--- config.mk ---
export PLATFORM = sky130hd
export DESIGN_NAME = mmcm_drp_sequencer
export DESIGN_NICKNAME = d
export VERILOG_FILES = /design/src/rtl/mmcm_drp_sequencer.sv
export SDC_FILE = /design/constraint.sdc
export NUM_CORES = 1
export LEC_CHECK = 0
export BUFFER_PORTS_ARGS = -buffer_cell sky130_fd_sc_hd__buf_4
export CORE_UTILIZATION = 45
export DETAILED_ROUTE_END_ITERATION = 12
export GPL_TIMING_DRIVEN = 0
export PLACE_DENSITY = 0.82
export SYNTH_ARGS = -nofsm -noshare
export SYNTH_HDL_FRONTEND = slang
export SYNTH_SLANG_ARGS = --single-unit
--- constraint.sdc ---
create_clock -name clk -period 1.46 [get_ports clk]
set_input_delay 0.073 -clock clk [delete_from_list [all_inputs] [get_ports clk]]
set_output_delay 0.073 -clock clk [all_outputs]
set_load 0.01 [all_outputs]
--- src/rtl/mmcm_drp_sequencer.sv ---
// mmcm_drp_sequencer
//
// Purpose: reprograms the CLKOUT0..3 ClkReg1 divide fields of an MMCM over
// its DRP port. Each field is updated read-modify-write while the MMCM is
// held in reset. The block then waits for LOCKED and holds clk_ok off for a
// settle interval. The same lock/settle path is used at power-up and to
// recover after a lock drop while idle.
//
// Optional feature: define DRP_TIMEOUT_EN to add a DRDY watchdog. If it
// expires, the block enters ERROR and sets the sticky err flag. When the
// macro is undefined, the block waits for DRDY indefinitely and err is tied
// to 0.
//
// Parameters:
//   SETTLE_LOG2    - clk_ok hold-off after lock is 2^SETTLE_LOG2 cycles
//   TIMEOUT_CYCLES - DRDY watchdog limit (used only with DRP_TIMEOUT_EN)
//
// Ports:
//   clk        in   single clock for all logic
//   reset      in   synchronous active-high reset
//   req        in   start reconfiguration (accepted in IDLE only)
//   sel        in   profile select, captured with req
//   busy       out  reconfiguration in progress
//   done       out  one-cycle pulse on successful completion
//   err        out  sticky DRP timeout flag
//   clk_ok     out  MMCM locked and settled
//   mmcm_rst   out  MMCM RST drive
//   drp_den    out  DRP enable pulse
//   drp_dwe    out  DRP write enable, pulsed with drp_den on writes
//   drp_daddr  out  DRP address
//   drp_di     out  DRP write data
//   drp_do     in   DRP read data, valid with drp_drdy
//   drp_drdy   in   DRP transaction complete
//   locked     in   MMCM LOCKED
//
// state      | meaning
// -----------+-------------------------------------------------------
// IDLE       | locked and settled, waiting for req
// RST_ASSERT | MMCM held in reset, first read is being issued
// READ       | drp_den read pulse for entry idx
// WAIT_RD    | waiting for read drp_drdy
// WRITE      | drp_den/drp_dwe write pulse for entry idx
// WAIT_WR    | waiting for write drp_drdy
// NEXT       | advance to next entry or finish the table
// RELEASE    | last cycle with mmcm_rst high
// WAIT_LOCK  | waiting for LOCKED
// SETTLE     | counting the hold-off interval with LOCKED high
// DONE       | clk_ok raised, done pulsed if a request was active
// ERROR      | DRDY watchdog expired (DRP_TIMEOUT_EN only)

module mmcm_drp_sequencer #(
  parameter int SETTLE_LOG2    = 2,
  parameter int TIMEOUT_CYCLES = 64
) (
  input  logic        clk,
  input  logic        reset,
  input  logic        req,
  input  logic        sel,
  output logic        busy,
  output logic        done,
  output logic        err,
  output logic        clk_ok,
  output logic        mmcm_rst,
  output logic        drp_den,
  output logic        drp_dwe,
  output logic [6:0]  drp_daddr,
  output logic [15:0] drp_di,
  input  logic [15:0] drp_do,
  input  logic        drp_drdy,
  input  logic        locked
);

  typedef enum logic [3:0] {
    IDLE, RST_ASSERT, READ, WAIT_RD, WRITE, WAIT_WR,
    NEXT, RELEASE, WAIT_LOCK, SETTLE, DONE, ERROR
  } state_t;

  localparam int SETTLE_W = SETTLE_LOG2 + 1;
  localparam logic [SETTLE_W-1:0] SETTLE_LOAD = SETTLE_W'((1 << SETTLE_LOG2) - 1);

  if (TIMEOUT_CYCLES < 2) begin : g_bad_timeout
    $error("TIMEOUT_CYCLES must be at least 2");
  end

  state_t              state;
  logic                sel_q;
  logic [1:0]          idx;
  logic [SETTLE_W-1:0] settle_cnt;
  logic [5:0]          half;

  // Half of the output divide D. High time and low time are both D/2.
  function automatic logic [5:0] half_div(input logic s, input logic [1:0] i);
    logic [5:0] h;
    case ({s, i})
      3'b000:  h = 6'd5;
      3'b001:  h = 6'd10;
      3'b010:  h = 6'd20;
      3'b011:  h = 6'd40;
      3'b100:  h = 6'd10;
      3'b101:  h = 6'd20;
      3'b110:  h = 6'd40;
      default: h = 6'd60;
    endcase
    return h;
  endfunction

  function automatic logic [6:0] entry_addr(input logic [1:0] i);
    return 7'h08 + {4'b0000, i, 1'b0};
  endfunction

  assign half = half_div(sel_q, idx);

`ifdef DRP_TIMEOUT_EN
  localparam int WD_W = $clog2(TIMEOUT_CYCLES + 1);
  localparam logic [WD_W-1:0] WD_LOAD = WD_W'(TIMEOUT_CYCLES - 1);
  logic [WD_W-1:0] wd_cnt;
`else
  assign err = 1'b0;
`endif

  always_ff @(posedge clk) begin
    if (reset) begin
      state      <= WAIT_LOCK;
      busy       <= 1'b0;
      done       <= 1'b0;
      clk_ok     <= 1'b0;
      mmcm_rst   <= 1'b0;
      drp_den    <= 1'b0;
      drp_dwe    <= 1'b0;
      drp_daddr  <= '0;
      drp_di     <= '0;
      sel_q      <= 1'b0;
      idx        <= '0;
      settle_cnt <= '0;
`ifdef DRP_TIMEOUT_EN
      err        <= 1'b0;
      wd_cnt     <= '0;
`endif
    end else begin
      done    <= 1'b0;
      drp_den <= 1'b0;
      drp_dwe <= 1'b0;
      case (state)
        IDLE: begin
          // A lock loss takes priority over a new request.
          if (!locked) begin
            clk_ok <= 1'b0;
            state  <= WAIT_LOCK;
          end else if (req) begin
            sel_q    <= sel;
            idx      <= '0;
            busy     <= 1'b1;
            mmcm_rst <= 1'b1;
            clk_ok   <= 1'b0;
            state    <= RST_ASSERT;
          end
        end
        RST_ASSERT: begin
          drp_den   <= 1'b1;
          drp_daddr <= entry_addr(idx);
          state     <= READ;
        end
        READ: begin
`ifdef DRP_TIMEOUT_EN
          wd_cnt <= WD_LOAD;
`endif
          state <= WAIT_RD;
        end
        WAIT_RD: begin
          if (drp_drdy) begin
            // Keep the upper nibble of ClkReg1 and replace the high/low times.
            drp_den <= 1'b1;
            drp_dwe <= 1'b1;
            drp_di  <= (drp_do & 16'hF000) | {4'b0000, half, half};
            state   <= WRITE;
          end
`ifdef DRP_TIMEOUT_EN
          else if (wd_cnt == '0) begin
            err      <= 1'b1;
            busy     <= 1'b0;
            mmcm_rst <= 1'b0;
            state    <= ERROR;
          end else begin
            wd_cnt <= wd_cnt - 1'b1;
          end
`endif
        end
        WRITE: begin
`ifdef DRP_TIMEOUT_EN
          wd_cnt <= WD_LOAD;
`endif
          state <= WAIT_WR;
        end
        WAIT_WR: begin
          if (drp_drdy) begin
            state <= NEXT;
          end
`ifdef DRP_TIMEOUT_EN
          else if (wd_cnt == '0) begin
            err      <= 1'b1;
            busy     <= 1'b0;
            mmcm_rst <= 1'b0;
            state    <= ERROR;
          end else begin
            wd_cnt <= wd_cnt - 1'b1;
          end
`endif
        end
        NEXT: begin
          if (idx == 2'd3) begin
            state <= RELEASE;
          end else begin
            idx       <= idx + 2'd1;
            drp_den   <= 1'b1;
            drp_daddr <= entry_addr(idx + 2'd1);
            state     <= READ;
          end
        end
        RELEASE: begin
          mmcm_rst <= 1'b0;
          state    <= WAIT_LOCK;
        end
        WAIT_LOCK: begin
          if (locked) begin
            settle_cnt <= SETTLE_LOAD;
            state      <= SETTLE;
          end
        end
        SETTLE: begin
          if (!locked) begin
            settle_cnt <= '0;
            state      <= WAIT_LOCK;
          end else if (settle_cnt == '0) begin
            // Power-up and idle recovery reach DONE with busy low, so no pulse.
            clk_ok <= 1'b1;
            done   <= busy;
            state  <= DONE;
          end else begin
            settle_cnt <= settle_cnt - 1'b1;
          end
        end
        DONE: begin
          busy  <= 1'b0;
          state <= IDLE;
        end
`ifdef DRP_TIMEOUT_EN
        ERROR: begin
          state <= WAIT_LOCK;
        end
`endif
        default: begin
          state <= WAIT_LOCK;
        end
      endcase
    end
  end

endmodule

# Word level (Yosys, flattened, before mapping)
# Cells that the tools add are included.
# totals
mem_bits_ro,0
ramBits,0
word_cells,104
inputBits,22
out_inout_bits,30
ff_bits,39
n_memories,0
latch_bits,0
# op_classes
n_addsub,4
mux,32
reduce_logical,23
eq_ne,28
order_cmp,0
div,0
shift,0
bitwise,5
multipliers,0
# ops
operator,count
4-bit case mux with 10 select lines,1
4-bit 2-to-1 mux,7
6-bit case mux with 4 select lines,1
4-bit by 3-bit == test with 1-bit output (second input constant),4
2-bit inequality test (second input constant),8
16-bit by 12-bit OR with 16-bit output,1
7-bit case mux with 2 select lines,1
4-bit == test (second input constant),3
3-bit 2-to-1 mux,4
3-bit AND reduction,4
2-bit nonzero test,6
4-bit by 3-bit adder with 5-bit output (first input constant),2
3-bit == test (second input constant),3
3-bit inequality test (second input constant),3
4-bit by 2-bit == test with 1-bit output (second input constant),2
1-bit 2-to-1 mux,8
4-bit AND reduction,2
2-bit OR reduction,4
7-bit 2-to-1 mux,1
3-bit by 2-bit == test with 1-bit output (second input constant),2
3-bit zero test,2
2-bit 2-to-1 mux,3
1-bit case mux with 2 select lines,3
3-bit case mux with 2 select lines,1
12 further kinds,16

# Longest topological paths before layout
# logic_depth
depth_word,4
mapped_depth,6
ltp_nobuf,6

# Worst setup path after synthesis
# No wires, ideal clock.
# synth_path
path_type,flip-flop to flip-flop
start,reg settle_cnt[0]
end,reg state[1]
arrival_time_ns,1.331
synth_period_minus_slack_ns,1.447
setup_ns,0.116
slack_ns,0.013
path_stages_with_launch,7
required_ns,1.344
path_buffers,0
cell_sequence,dfxtp_1 inv_1 ha_1 nor2b_1 nor3_4 o311a_1 a31o_1
# synth_between
elab_chain_cells,3
# synth_lines
item,line_no,source
"start, declared",88,logic [SETTLE_W-1:0] settle_cnt;
"start signal, assigned",239,settle_cnt <= settle_cnt - 1'b1;
3-bit zero test,233,end else if (settle_cnt == '0) begin
3-bit inequality test (no source line),-,
5-bit AND reduction (no source line),-,
"end signal, assigned",232,state <= WAIT_LOCK;
"end signal, assigned",237,state <= DONE;
"end signal, assigned",244,state <= IDLE;
"end, declared",85,state_t state;
# Every way passes these cells.
# A chain may end at the register's enable or synchronous reset.

# Worst setup path after layout
# layout_path
start,reg state[1]
end,reg sel_q
# layout_between
elab_chain_cells,2
# layout_lines
item,line_no,source
"start signal, assigned",123,state <= WAIT_LOCK;
"start signal, assigned",148,state <= WAIT_LOCK;
"start signal, assigned",155,state <= RST_ASSERT;
4-bit zero test,143,case (state)
3-bit AND reduction (no source line),-,
"end signal, assigned",150,sel_q <= sel;
"end, declared",86,logic sel_q;
# Every way passes these cells.

==> out/summary.md <==
Combinational logic is responsible for 19.4% of the overall power. Based on the critical path, the design can be clocked at up to 676.8 MHz. The clock-pin slew reported for the worst setup and hold paths after clock tree synthesis was 0.07 ns. The total CTS buffers is 5, and the layout-stage area growth over the synthesis result is 38.18%. Summed over all nets, the half-perimeter wirelength after detailed placement is 2661 um.

Data on the critical path arrives at its endpoint at 1.63 ns. The worst setup path is of the reg -> reg kind. Counting the fill cells in the layout gives 289. The tools report the pin count of the biggest net entering global routing as 11. In the synthesized netlist, the cells that appear most often are dfxtp_1, nor2_1, nand2_1. The setup slack at placement is -0.1036 ns, and the share of final-layout standard cells stronger than drive strength 1 is 46.56%.

Counting flops with a built-in enable in the synthesized netlist gives 0. Summing internal, switching and leakage power gives 1.942 mW. The post-synthesis cell type with the largest combined area was dfxtp_1. The die covers 0.004000 mm2. The tool flagged a number of max-cap violations equal to 0.

The fraction of synthesis flops using an asynchronous set or reset pin works out to 0%. Sequential cells burn 42.7% of the power. The number of max-slew violations in the final report was 0; the synthesized flop and latch total was 29. The tools report the source-to-sink clock delay at the later pin of the worst-skew pair as 0.28 ns.

The library cell with the highest instance count after synthesis is dfxtp_1. The number of global-route vias before repair came out at 1,350. Dividing the final minimum period by the clock period gives 101.2%. The count of nets left with antenna violations once routing finished came out at 0. The tools report the cell chosen for the clock root as clkbuf_8.

In the routed design, unresolved DRC markers number 0. For the global-route congestion overflow total, the log shows 0. Between clock sinks in the finished design, the worst skew comes to 0.005671 ns.

The floorplan step defined a core boundary enclosing 0.003468 mm2. IR analysis of the VDD net gives a maximum drop of 0.7550 mV. Synthesis produced 190 cells. The power density relative to cell area is 832.5 mW/mm2, and the minimum period implied by the final worst setup slack is 1.477 ns. The maximum clock insertion buffer count was 2; the setup TNS was -0.01744 ns. The post-synthesis sequential area ratio is 34.40%, and the combined global-route utilization of all metal layers is 19.96%.

By area the synthesized netlist is led by dfxtp_1, buf_4, ha_1, nor2_1, a21oi_1. Setup repair after global routing could not meet its margin everywhere. The top cell type by area accounts for 34.40% of the synthesized area. After detailed routing, the number of vias per cell comes to 5.331. TritonCTS built the clock tree. For the pin with the worst max-slew slack, the measured transition is 0.5349 ns.

The checks that failed: setup timing. The synthesized netlist occupies a cell area of 0.001688 mm2. For the worst path required time, the log shows 1.62 ns. For this design the total switching power over the nets is 519.5 uW. Along the worst path, the maximum fanout reaches 8.

The repair_antennas step left the layout with diodes totalling 0. The logs give -0.01744 ns for the final critical-path setup slack and 6210 um for the wire length of the first global-routing pass. The headroom to the max-slew limit is 64.34%, and the count of placed standard cells including taps is 273. After the first detailed-routing iteration, the DRC count stood at 99. The final setup violation count is 1, and the internal power component is 1.422 mW. The tools report the number of nets at the end of the flow as 275. The run finished, with violations left. For the final standard cell count with taps included and fillers excluded, the log shows 293. During I/O placement, the number of pins put on the boundary was 52. For this run, the number of Yosys warnings is 0.

CTS built an H-tree with a depth of 2. Number of rows in the core area: 21. The clock sink total is 29, and the leakage power is 0.9729 nW. The count of vias placed by the detailed router was 1,562; the number of I/O port buffers was 33. The routability congestion estimate came out at 0.8647.

The sort of element at the end of the critical path is a register. Of the total power, the share spent switching nets is 26.76%. The share of power burned in the clock network is 37.9%, and the routed length per placed instance is 14.20 um. The count of endpoints failing hold in the final timing report is 0, and the initial antenna violation count is 0. Dividing the synthesized area by the synthesized cell count gives 8.884 um2. For the smallest hold slack, the log shows 0.04078 ns. The primary flip-flop cell chosen by synthesis mapping was dfxtp_1.

The height of the chip came out at 63.25 um. The pre-antenna-repair detailed-routing pass consisted of 4 iterations. For this configuration, the core starts out at a cell density of 48.67%. Synthesis instantiated 52 different standard cells from the library. Startpoint type of the worst setup path: a register. The overall die width is 63.25 um. In this run the worst hold path is classified as in -> reg.

For this block, the routed nets add up to 4161 um of wire.
-- per-layer routing --
| metal | up-vias | wire length [um] | GRT usage, % |
|---|---|---|---|
| met5 | - | 0 | 0 |
| met4 | 0 | 37 | 8.807 |
| met3 | 5 | 239 | 4.348 |
| met2 | 65 | 1956 | 29.84 |
| met1 | 722 | 1928 | 27.37 |
| li1 | 770 | - | - |
-- layout by cell type, fill, tap and decap left out, types with 7 or more instances in the layout --
cell type,Yosys,layout
clkbuf_8,0,7
o21ai_0,7,7
nand2_1,16,16
inv_1,9,7
a21oi_1,12,11
buf_4,13,55
nor2_1,20,17
dfxtp_1,29,22
-- critical path: stages (launching register included) --
cell and delay, ns:
dfxtp_4 0.37, buf_12 0.15, nor4_4 0.29, and3_4 0.26
mux2i_1 0.23, nor2_1 0.06
-- stage by stage --
step | cell area [um2] | util [%]
2_1_floorplan | 1703 | -
3_3_place_gp | 2008 | 57.90
3_5_place_dp | 2008 | 57.90
4_1_cts | 2122 | 61.18
5_1_grt | 2332 | 67.24
6_report | 2332 | 67.24
-- sequential cells by signal, indices dropped and copies added (netlist names) --
name / cells
busy: 1
idx: 2
drp_daddr: 3
settle_cnt: 3
sel_q: 1
mmcm_rst: 1
done: 1
drp_den: 1
drp_di: 10
clk_ok: 1
state: 4
drp_dwe: 1
-- cell type report --
cell class	count	area [um2]	share of cell area (%)
well taps	46	57.56	2.468
plain buffers	23	183.9	7.886
multi-input cells	133	1023	43.88
flip-flops and latches	29	594.3	25.48
clock buffers	7	96.34	4.131
clock inverters	1	5.005	0.2146
inverters	9	36.28	1.556
repair buffers	45	335.3	14.38
-- cell families (layout without fill, tap and decap cells) --
family | count (synthesis) | in the layout | synth area share, %
AND/OR/NAND/NOR | 69 | 69 | 24.31
other | 1 | 5 | 0.2222
multiplexers | 6 | 6 | 3.632
XOR/XNOR | 1 | 1 | 0.9639
buffers and inverters | 32 | 85 | 11.49
adder cells (fa/ha/maj) | 7 | 7 | 5.189
AO/OA/AOI/OAI | 45 | 45 | 19.79
flip-flops | 29 | 29 | 34.40
-- worst paths after layout --
check             startpoint    endpoint  slack [ns]  cells after the start
setup reg to reg    state[1]       sel_q       -0.02                      5
hold reg to reg   drp_di[13]  drp_di[13]        0.46                      2
hold / removal    drp_do[12]  drp_di[12]        0.04                      3
setup / recovery    state[1]       sel_q       -0.02                      5
-- power by group through the flow --
stage	registers (mW)	clock network, mW	logic, mW
3_3_place_gp	0.842	0	0.297
2_1_floorplan	0.842	0	0.231
4_1_cts	0.826	0.738	0.315
6_report	0.829	0.736	0.376
5_1_grt	0.832	0.789	0.407
3_5_place_dp	0.843	0	0.305
-- repair_timing --
action,4_1_cts,5_1_grt
endpoints found under the setup margin,8,22
gates cloned,0,1
gates resized for setup,5,37
hold endpoints to repair,0,0
hold buffers,0,0
buffers inserted,0,11
pin swaps,1,7
Power figures use the tool's default switching activity.
